==> config.mk <==
export PLATFORM = sky130hd
export DESIGN_NAME = uart_reg_bridge_32bit
export DESIGN_NICKNAME = d
export VERILOG_FILES = /design/src/rtl/uart_reg_bridge_32bit_pkg.sv /design/src/rtl/uart_bridge_timeout_cnt.sv /design/src/rtl/uart_reg_bridge_32bit.sv
export SDC_FILE = /design/constraint.sdc
export NUM_CORES = 1
export LEC_CHECK = 0
export CAP_MARGIN = 25
export CORE_AREA = 10 10 131 133
export CTS_CLUSTER_DIAMETER = 40
export DETAILED_ROUTE_END_ITERATION = 8
export DIE_AREA = 0 0 141 143
export GPL_TIMING_DRIVEN = 0
export MAX_ROUTING_LAYER = met4
export PLACE_DENSITY = 0.68
export SLEW_MARGIN = 20
export SYNTH_ARGS = -nofsm -noshare
export SYNTH_HDL_FRONTEND = slang
export SYNTH_SLANG_ARGS = --single-unit
==> constraint.sdc <==
create_clock -name clk -period 3.46 [get_ports clk]
set_clock_uncertainty 0.2 [all_clocks]
set_input_delay 0.519 -clock clk [delete_from_list [all_inputs] [get_ports clk]]
set_output_delay 0.519 -clock clk [all_outputs]
set_load 0.03 [all_outputs]
==> src/rtl/uart_reg_bridge_32bit_pkg.sv <==
// Shared definitions for the UART command-to-register bridge.
// FSM state encoding and the command/response byte codes.
package uart_reg_bridge_32bit_pkg;

    typedef enum logic [2:0] {
        ST_IDLE,
        ST_CMD,
        ST_ADDR,
        ST_WDATA,
        ST_ACCESS,
        ST_WAIT_RD,
        ST_RSP
    } state_t;

    localparam logic [7:0] CMD_WR    = 8'h01;
    localparam logic [7:0] CMD_RD    = 8'h02;
    localparam logic [7:0] RSP_WR_OK = 8'h00;
    localparam logic [7:0] RSP_RD_OK = 8'h01;
    localparam logic [7:0] RSP_TMO   = 8'hFF;

endpackage

==> src/rtl/uart_bridge_timeout_cnt.sv <==
// Clear/enable cycle counter; flags expiry on the LIMIT-th
// consecutive enabled cycle without a clear.
module uart_bridge_timeout_cnt #(
    parameter logic [31:0] LIMIT = 32'd500000
) (
    input  logic clk,
    input  logic rst_n,
    input  logic i_clr,
    input  logic i_en,
    output logic o_expire
);

    logic [31:0] r_cnt;

    assign o_expire = i_en && !i_clr && (r_cnt == LIMIT - 32'd1);

    always_ff @(posedge clk or negedge rst_n) begin
        if (!rst_n) begin
            r_cnt <= '0;
        end else if (i_clr || !i_en || o_expire) begin
            r_cnt <= '0;
        end else begin
            r_cnt <= r_cnt + 32'd1;
        end
    end

endmodule

==> src/rtl/uart_reg_bridge_32bit.sv <==
// Decodes framed read/write commands from the UART RX FIFO into
// 32-bit local-bus accesses and returns responses through the TX FIFO.
module uart_reg_bridge_32bit
    import uart_reg_bridge_32bit_pkg::*;
#(
    parameter int          ADDR_W      = 16,
    parameter logic [31:0] TIMEOUT_CYC = 32'd500000,
    parameter logic [7:0]  SOF_BYTE    = 8'hA5,
    parameter logic [7:0]  RSP_BYTE    = 8'h5A
) (
    input  logic              clk,
    input  logic              rst_n,
    input  logic [7:0]        rx_rd_data,
    input  logic              rx_rd_valid,
    output logic              rx_rd_req,
    output logic [7:0]        tx_wr_data,
    output logic              tx_wr_req,
    input  logic              tx_wr_ready,
    output logic [ADDR_W-1:0] reg_addr,
    output logic              reg_wr_en,
    output logic [31:0]       reg_wr_data,
    output logic              reg_rd_en,
    input  logic [31:0]       reg_rd_data,
    input  logic              reg_rd_valid,
    output logic              frm_err
);

    state_t            r_state, w_state_n;
    logic [1:0]        r_cnt, w_cnt_n;
    logic              r_is_rd, w_is_rd_n;
    logic              r_data_ph, w_data_ph_n;
    logic              r_run;
    logic [ADDR_W-1:0] r_addr, w_addr_n;
    logic [31:0]       r_wdata, w_wdata_n;
    logic [31:0]       r_rdata, w_rdata_n;
    logic [7:0]        r_status, w_status_n;
    logic [7:0]        r_tx_data, w_tx_data_n;
    logic              r_tx_req, w_tx_req_n;
    logic              r_wr_en, w_wr_en_n;
    logic              r_rd_en, w_rd_en_n;
    logic              r_err, w_err_n;
    logic              w_rx_phase, w_pop, w_tmr_en, w_expire;

    // r_run keeps the RX pop off while reset is held or just released
    assign w_rx_phase = (r_state == ST_IDLE) || (r_state == ST_CMD) ||
                        (r_state == ST_ADDR) || (r_state == ST_WDATA);
    assign rx_rd_req  = r_run && rx_rd_valid && w_rx_phase;
    assign w_pop      = rx_rd_req;
    assign w_tmr_en   = (w_rx_phase && r_state != ST_IDLE) ||
                        (r_state == ST_WAIT_RD);

    assign tx_wr_data  = r_tx_data;
    assign tx_wr_req   = r_tx_req;
    assign reg_addr    = r_addr;
    assign reg_wr_en   = r_wr_en;
    assign reg_wr_data = r_wdata;
    assign reg_rd_en   = r_rd_en;
    assign frm_err     = r_err;

    uart_bridge_timeout_cnt #(.LIMIT(TIMEOUT_CYC)) u_tmr (
        .clk      (clk),
        .rst_n    (rst_n),
        .i_clr    (w_pop),
        .i_en     (w_tmr_en),
        .o_expire (w_expire)
    );

    always_comb begin
        w_state_n   = r_state;
        w_cnt_n     = r_cnt;
        w_is_rd_n   = r_is_rd;
        w_data_ph_n = r_data_ph;
        w_addr_n    = r_addr;
        w_wdata_n   = r_wdata;
        w_rdata_n   = r_rdata;
        w_status_n  = r_status;
        w_tx_data_n = r_tx_data;
        w_tx_req_n  = r_tx_req;
        w_wr_en_n   = 1'b0;
        w_rd_en_n   = 1'b0;
        w_err_n     = 1'b0;
        unique case (r_state)
            ST_IDLE: begin
                if (w_pop && rx_rd_data == SOF_BYTE) w_state_n = ST_CMD;
            end
            ST_CMD: begin
                if (w_pop) begin
                    if (rx_rd_data == CMD_WR || rx_rd_data == CMD_RD) begin
                        w_is_rd_n = (rx_rd_data == CMD_RD);
                        w_cnt_n   = 2'd0;
                        w_state_n = ST_ADDR;
                    end else begin
                        w_err_n   = 1'b1;
                        w_state_n = ST_IDLE;
                    end
                end else if (w_expire) begin
                    w_err_n   = 1'b1;
                    w_state_n = ST_IDLE;
                end
            end
            ST_ADDR: begin
                if (w_pop) begin
                    w_addr_n = {r_addr[ADDR_W-9:0], rx_rd_data};
                    if (r_cnt == 2'd1) begin
                        w_cnt_n   = 2'd0;
                        w_rd_en_n = r_is_rd;
                        w_state_n = r_is_rd ? ST_ACCESS : ST_WDATA;
                    end else begin
                        w_cnt_n = r_cnt + 2'd1;
                    end
                end else if (w_expire) begin
                    w_err_n   = 1'b1;
                    w_state_n = ST_IDLE;
                end
            end
            ST_WDATA: begin
                if (w_pop) begin
                    w_wdata_n = {r_wdata[23:0], rx_rd_data};
                    if (r_cnt == 2'd3) begin
                        w_wr_en_n = 1'b1;
                        w_state_n = ST_ACCESS;
                    end else begin
                        w_cnt_n = r_cnt + 2'd1;
                    end
                end else if (w_expire) begin
                    w_err_n   = 1'b1;
                    w_state_n = ST_IDLE;
                end
            end
            ST_ACCESS: begin
                if (r_is_rd) begin
                    w_state_n = ST_WAIT_RD;
                end else begin
                    w_status_n  = RSP_WR_OK;
                    w_state_n   = ST_RSP;
                    w_cnt_n     = 2'd0;
                    w_data_ph_n = 1'b0;
                    w_tx_req_n  = 1'b1;
                    w_tx_data_n = RSP_BYTE;
                end
            end
            ST_WAIT_RD: begin
                if (reg_rd_valid || w_expire) begin
                    w_rdata_n   = reg_rd_data;
                    w_status_n  = reg_rd_valid ? RSP_RD_OK : RSP_TMO;
                    w_err_n     = !reg_rd_valid;
                    w_state_n   = ST_RSP;
                    w_cnt_n     = 2'd0;
                    w_data_ph_n = 1'b0;
                    w_tx_req_n  = 1'b1;
                    w_tx_data_n = RSP_BYTE;
                end
            end
            ST_RSP: begin
                // header phase sends 2 bytes; data phase drains r_rdata MSB first
                if (r_tx_req && tx_wr_ready) begin
                    if (!r_data_ph && r_cnt == 2'd0) begin
                        w_cnt_n     = 2'd1;
                        w_tx_data_n = r_status;
                    end else if (!r_data_ph && r_status == RSP_RD_OK) begin
                        w_data_ph_n = 1'b1;
                        w_cnt_n     = 2'd0;
                        w_tx_data_n = r_rdata[31:24];
                    end else if (r_data_ph && r_cnt != 2'd3) begin
                        w_cnt_n     = r_cnt + 2'd1;
                        w_rdata_n   = {r_rdata[23:0], 8'h00};
                        w_tx_data_n = r_rdata[23:16];
                    end else begin
                        w_tx_req_n  = 1'b0;
                        w_tx_data_n = 8'h00;
                        w_state_n   = ST_IDLE;
                    end
                end
            end
            default: w_state_n = ST_IDLE;
        endcase
    end

    always_ff @(posedge clk or negedge rst_n) begin
        if (!rst_n) begin
            r_state   <= ST_IDLE;
            r_cnt     <= 2'd0;
            r_is_rd   <= 1'b0;
            r_data_ph <= 1'b0;
            r_run     <= 1'b0;
            r_addr    <= '0;
            r_wdata   <= '0;
            r_rdata   <= '0;
            r_status  <= '0;
            r_tx_data <= '0;
            r_tx_req  <= 1'b0;
            r_wr_en   <= 1'b0;
            r_rd_en   <= 1'b0;
            r_err     <= 1'b0;
        end else begin
            r_state   <= w_state_n;
            r_cnt     <= w_cnt_n;
            r_is_rd   <= w_is_rd_n;
            r_data_ph <= w_data_ph_n;
            r_run     <= 1'b1;
            r_addr    <= w_addr_n;
            r_wdata   <= w_wdata_n;
            r_rdata   <= w_rdata_n;
            r_status  <= w_status_n;
            r_tx_data <= w_tx_data_n;
            r_tx_req  <= w_tx_req_n;
            r_wr_en   <= w_wr_en_n;
            r_rd_en   <= w_rd_en_n;
            r_err     <= w_err_n;
        end
    end

endmodule

After elaboration in Yosys (flattened, before gate mapping)
Index checks and enable logic that the tools add are counted.
Word-level totals
  bits in registers: 140
  input bits: 45
  output and inout port bits: 61
  word-level logic and storage cells: 160
Operators by class
  add/sub/neg operators: 2
  eq/ne operators: 31
  multiplexer cells: 72
  reductions and logical operators: 40
Operators by type and width (number)
  32-bit two-way mux: 6
  8-bit two-way mux: 9
  32-bit one-hot mux with 2 select lines: 1
  3-bit two-way mux: 13
  32-bit by 1-bit adder with 32-bit output (second input constant): 1
  32-bit by 19-bit equality test with 1-bit output (second input constant): 1
  2-bit two-way mux: 14
  8-bit one-hot mux with 3 select lines: 1
  1-bit two-way mux: 22
  3-bit one-hot mux with 7 select lines: 1
  2-bit != test (second input constant): 9
  8-bit by 1-bit equality test with 1-bit output (second input constant): 2
  8-bit one-hot mux with 2 select lines: 1
  2-bit by 1-bit != test with 1-bit output (second input constant): 6
  2-bit one-hot mux with 6 select lines: 1
  6-bit AND reduction: 2
  1-bit logical AND: 10
  10-bit AND reduction: 1
  3-bit equality test (second input constant): 3
  1-bit one-hot mux with 3 select lines: 3
  8-bit by 2-bit equality test with 1-bit output (second input constant): 1
  8-bit equality test (second input constant): 1
  1-bit logical OR: 8
  8-bit AND reduction: 1
  18 further kinds: 27

Logic depth before layout (Yosys ltp)
  depth after elaboration: 11
  depth in mapped cells: 8

Modules after synthesis
From an unflattened synthesis, not the netlist that was laid out.
Second synthesis, totals
  cells, all modules: 624
  area total of the unflattened synthesis: 6545.0 um^2
By module, submodules not included
  uart_reg_bridge_32bit: instances 1, cells each 437, area each 4769.6 um^2
  uart_bridge_timeout_cnt: instances 1, cells each 187, area each 1775.5 um^2

Least setup slack after synthesis
Ideal clock, no wire load.
  path type: input port to flip-flop
  start point: in rx_rd_valid
  end point: reg r_rdata[29]
  library setup time: 0.128 ns
  arrival: 2.390 ns
  required time: 3.132 ns
  path slack: 0.742 ns
  stages: 7
  path buffers: 2
  path through: and3b_1 > clkbuf_1 > a211oi_2 > nand3_2 > a211oi_4 > buf_6 > mux2_1
Between the ends
  cells in the longest elaborated chain, start to end: 8
Ends and longest elaborated chain
  start: declaration: RTL line uart_reg_bridge_32bit.sv:14  | input logic rx_rd_valid,
  1-bit logical AND (2 in series): RTL line uart_reg_bridge_32bit.sv:47  | assign rx_rd_req = r_run && rx_rd_valid && w_rx_phase;
  net rx_rd_req: RTL line uart_reg_bridge_32bit.sv:15  | output logic rx_rd_req,
  1-bit logical NOT: RTL line uart_bridge_timeout_cnt.sv:15  | assign o_expire = i_en && !i_clr && (r_cnt == LIMIT - 32'd1);
  1-bit logical AND (2 in series): RTL line uart_bridge_timeout_cnt.sv:15
  1-bit logical OR: RTL line uart_reg_bridge_32bit.sv:143  | if (reg_rd_valid || w_expire) begin
  2-bit by 1-bit != test with 1-bit output (no source line)
  6-bit AND reduction (no source line)
  end signal: assignment: RTL line uart_reg_bridge_32bit.sv:203  | r_rdata <= w_rdata_n;
  end: declaration: RTL line uart_reg_bridge_32bit.sv:35  | logic [31:0] r_rdata, w_rdata_n;
The timed path passes the listed nets, and every way through them passes these cells.
A chain may end at the register's enable or synchronous reset.

Final worst setup path
  start point: in rx_rd_valid
  end point: reg r_rdata[29]
Between the ends
  cells in the longest elaborated chain, start to end: 8
Ends and longest elaborated chain (RTL line)
  1-bit logical AND (2 in series): uart_reg_bridge_32bit.sv:47
  1-bit logical NOT: uart_bridge_timeout_cnt.sv:15
  1-bit logical AND (2 in series): uart_bridge_timeout_cnt.sv:15
  1-bit logical OR: uart_reg_bridge_32bit.sv:143
  2-bit by 1-bit != test with 1-bit output (no source line)
  6-bit AND reduction (no source line)
No other way between the ends.

==> metrics.cfg <==
[sta]
clock.fmax_mhz = 324
slew-limit-headroom_pct = 62.0
setup_viol = 0
fin_crit_sh_pct = 89.3
rsz0062_at_grt = no
post-route-min-period_ns = 3.09
worstMarginPinSlew_ns = 0.566
final_max_slew_viol_count = 0
hold_violations = 0
timing.hold.ws_ns = 0.275

[clock_network]
cts_sinks = 134
clk_latency_ns = 0.42
cts_tree = built
clk_pin_slew_ns = 0.06
post_cts_resized = 0
htree_levels = 4
clockBufferDepth = 2
cts-root-buf = clkbuf_16
numCtsBuffers = 17

[outcome]
status = finished clean

[worst_setup_path]
rrSetupSlack_ns = 0.45
ff2ff_path_depth = 8
crit_fanout = 10
cp-start-kind = primary input
cp.required_ns = 3.56
crit_arrival_ns = 3.19
end_kind = flip-flop
critical_path_class = primary input to flip-flop

[cells_and_area]
antenna_cells = 0
post-route-util_pct = 58.3
final_area_sq_um = 8410
drive_gt1_share_pct = 9.22
stdcell_count = 987
syn2layout_area_growth_pct = 30.5
fin_nets = 840
n_fill_cell = 1212

[yosys]
synth_top_family_by_area = simple AND/OR/NAND/NOR gates
synth_mux_area_share_pct = 10.1
synth-seq-cells = 134
synthSimpleGateAreaFrac_pct = 21.9
synth_nets = 713
synthAdderAreaFrac_pct = 0.971
async_reset_ff_share_pct = 100
ys.flop_type = dfrtp_1
synth_area_sq_um = 6440
ys.warnings.count = 0
synth-edff-count = 0
synth_xor_area_share_pct = 4.22
post_synth_num_cell_types = 59
synthCells = 663
synth-compound-area-share_pct = 7.03
synth-seq-area-share_pct = 52.1
syn_avg_cell_area_sq_um = 9.72

[grt]
grt_use_total_pct = 16.5
grt_pass1_vias = 5342
grt_overflow_total = 0
antenna_found_initial = 0
grt_max_degree = 89
grt_pass1_wl_mm = 26.5

[placement]
placed_area_sq_um = 7770
portBuffers = 105
dp.cells = 954
hpwl_mm = 11.8
gp_congestion = 0.941

[die]
core_area_sq_um = 14400
die_area_sq_um = 20200
die_x_um = 141
start_util_pct = 44.7
num_rows = 44
dieHeight_um = 143
io_pins = 106

[min_path]
min_path_type = flip-flop to flip-flop
hold_depth = 2

[power]
ir_drop_v = 0.000384
p_leak_nw = 3.73
power_density_nw_per_um2 = 783
p_total_w = 0.00659

[route]
drt_wl_total_mm = 16.0
detail_route.wl_per_cell_um = 16.2
drtPass1Iterations = 4
drt-initial-drc-count = 409
via_count = 5230
ant_nets = 0
via_per_inst = 5.30
drc = 0

[flow_run]
max_cap_viol_count = 0

per-stage QoR:
step | setup TNS, ns | setup WS, ns
3_5_place_dp | -0.920 | -0.0669
4_1_cts | 0 | 0.365
6_report | 0 | 0.372
2_1_floorplan | 0 | 0.742
3_3_place_gp | -470.08 | -3.52
5_1_grt | 0 | 0.197
power by group:
part / total, W / switching [W] / internal [W]
clock network: 0.00192 / 0.000674 / 0.00124
logic: 0.00234 / 0.00137 / 0.000969
registers: 0.00233 / 0.000307 / 0.00202
total: 0.00659 / 0.00235 / 0.00424
path summary, 6_finish.rpt:
path | startpoint | to
hold / removal | reg_wr_data[24]$_DFFE_PN0N_ | reg_wr_data[24]$_DFFE_PN0N_
setup / recovery | rx_rd_valid | r_rdata[29]$_DFFE_PN0P_
min in group asynchronous | rst_n | reg_wr_data[27]$_DFFE_PN0N_
hold reg to reg | reg_wr_data[24]$_DFFE_PN0N_ | reg_wr_data[24]$_DFFE_PN0N_
setup reg to reg | r_state[2]$_DFFE_PN0P_ | r_rdata[29]$_DFFE_PN0P_
max in group asynchronous | rst_n | r_status[0]$_DFFE_PN0P_
Yosys cell counts, drive strengths merged (9+ instances only):
master	n	area share, %
nand2	182	11
clkbuf	28	1.6
o21ai	19	1.5
nor2	44	2.6
mux2	49	8.6
mux2i	10	1.6
nand4	9	0.87
nor4	16	1.7
a21oi	9	0.76
dfrtp	134	52
nand3	15	1.2
xnor2	24	3.3
nor3	13	1.0
inv	21	1.2
cells in the final DEF (no fill, tap or decap), types with 15 or more instances in the layout:
cell and n:
inv_1 21, mux2_1 22, dfrtp_1 134, nor2_1 44, o21ai_0 19, clkbuf_16 17, nand2_1 182, nor4_1 15
clkbuf_1 29, xnor2_1 24, clkdlybuf4s50_1 104, mux2_2 27
routing by layer:
layer,global-route usage (%),vias to the layer above,wire (um),share of wire (%)
li1,-,2514,-,-
met1,21.5,2508,7390,46
met2,24.3,185,7400,46
met3,3.81,23,978,6.1
met4,6.58,0,257,1.6
met5,-,-,0,0
kinds of logic (layout without fill, tap and decap cells):
family,count (synthesis),count (layout)
and+or+nand+nor,313,313
other,1,1
buffers and inverters,57,197
muxes,59,59
DFF,134,134
AOI/OAI and AO/OA,63,63
adders and majority gates,5,5
xor gates and xnor gates,31,31
worst max-delay path, cell delays in order:
cell             delay [ns]
clkdlybuf4s50_1        0.48
and3b_1                0.19
clkbuf_1               0.19
a211oi_2               0.41
nand3_2                0.32
a211oi_4               0.50
buf_6                  0.24
mux2_1                 0.33
final cells by class:
| cell class | count | area (sq um) | area share [%] |
|---|---|---|---|
| multi-input cells | 472 | 2860 | 34.0 |
| clock inverters | 12 | 175 | 2.08 |
| well taps | 184 | 230 | 2.74 |
| inverters | 22 | 82.6 | 0.982 |
| flip-flops and latches | 134 | 3350 | 39.9 |
| clock buffers | 20 | 457 | 5.43 |
| repair buffers | 108 | 1100 | 13.1 |
| plain buffers | 35 | 155 | 1.85 |
flip-flops by register name, summed over array words and instances, names as in the netlist:
name	flops
r_data_ph	1
r_status	2
r_cnt	2
reg_wr_data	32
reg_wr_en	1
r_run	1
r_state	3
r_is_rd	1
frm_err	1
reg_rd_en	1
tx_wr_data	8
r_rdata	32
u_tmr.r_cnt	32
tx_wr_req	1
reg_addr	16
what timing repair did:
item                      in CTS  in global routing
buffers inserted               0                  0
hold endpoints to repair      46                  0
hold buffers                   1                  0
Power figures use the tool's default switching activity.
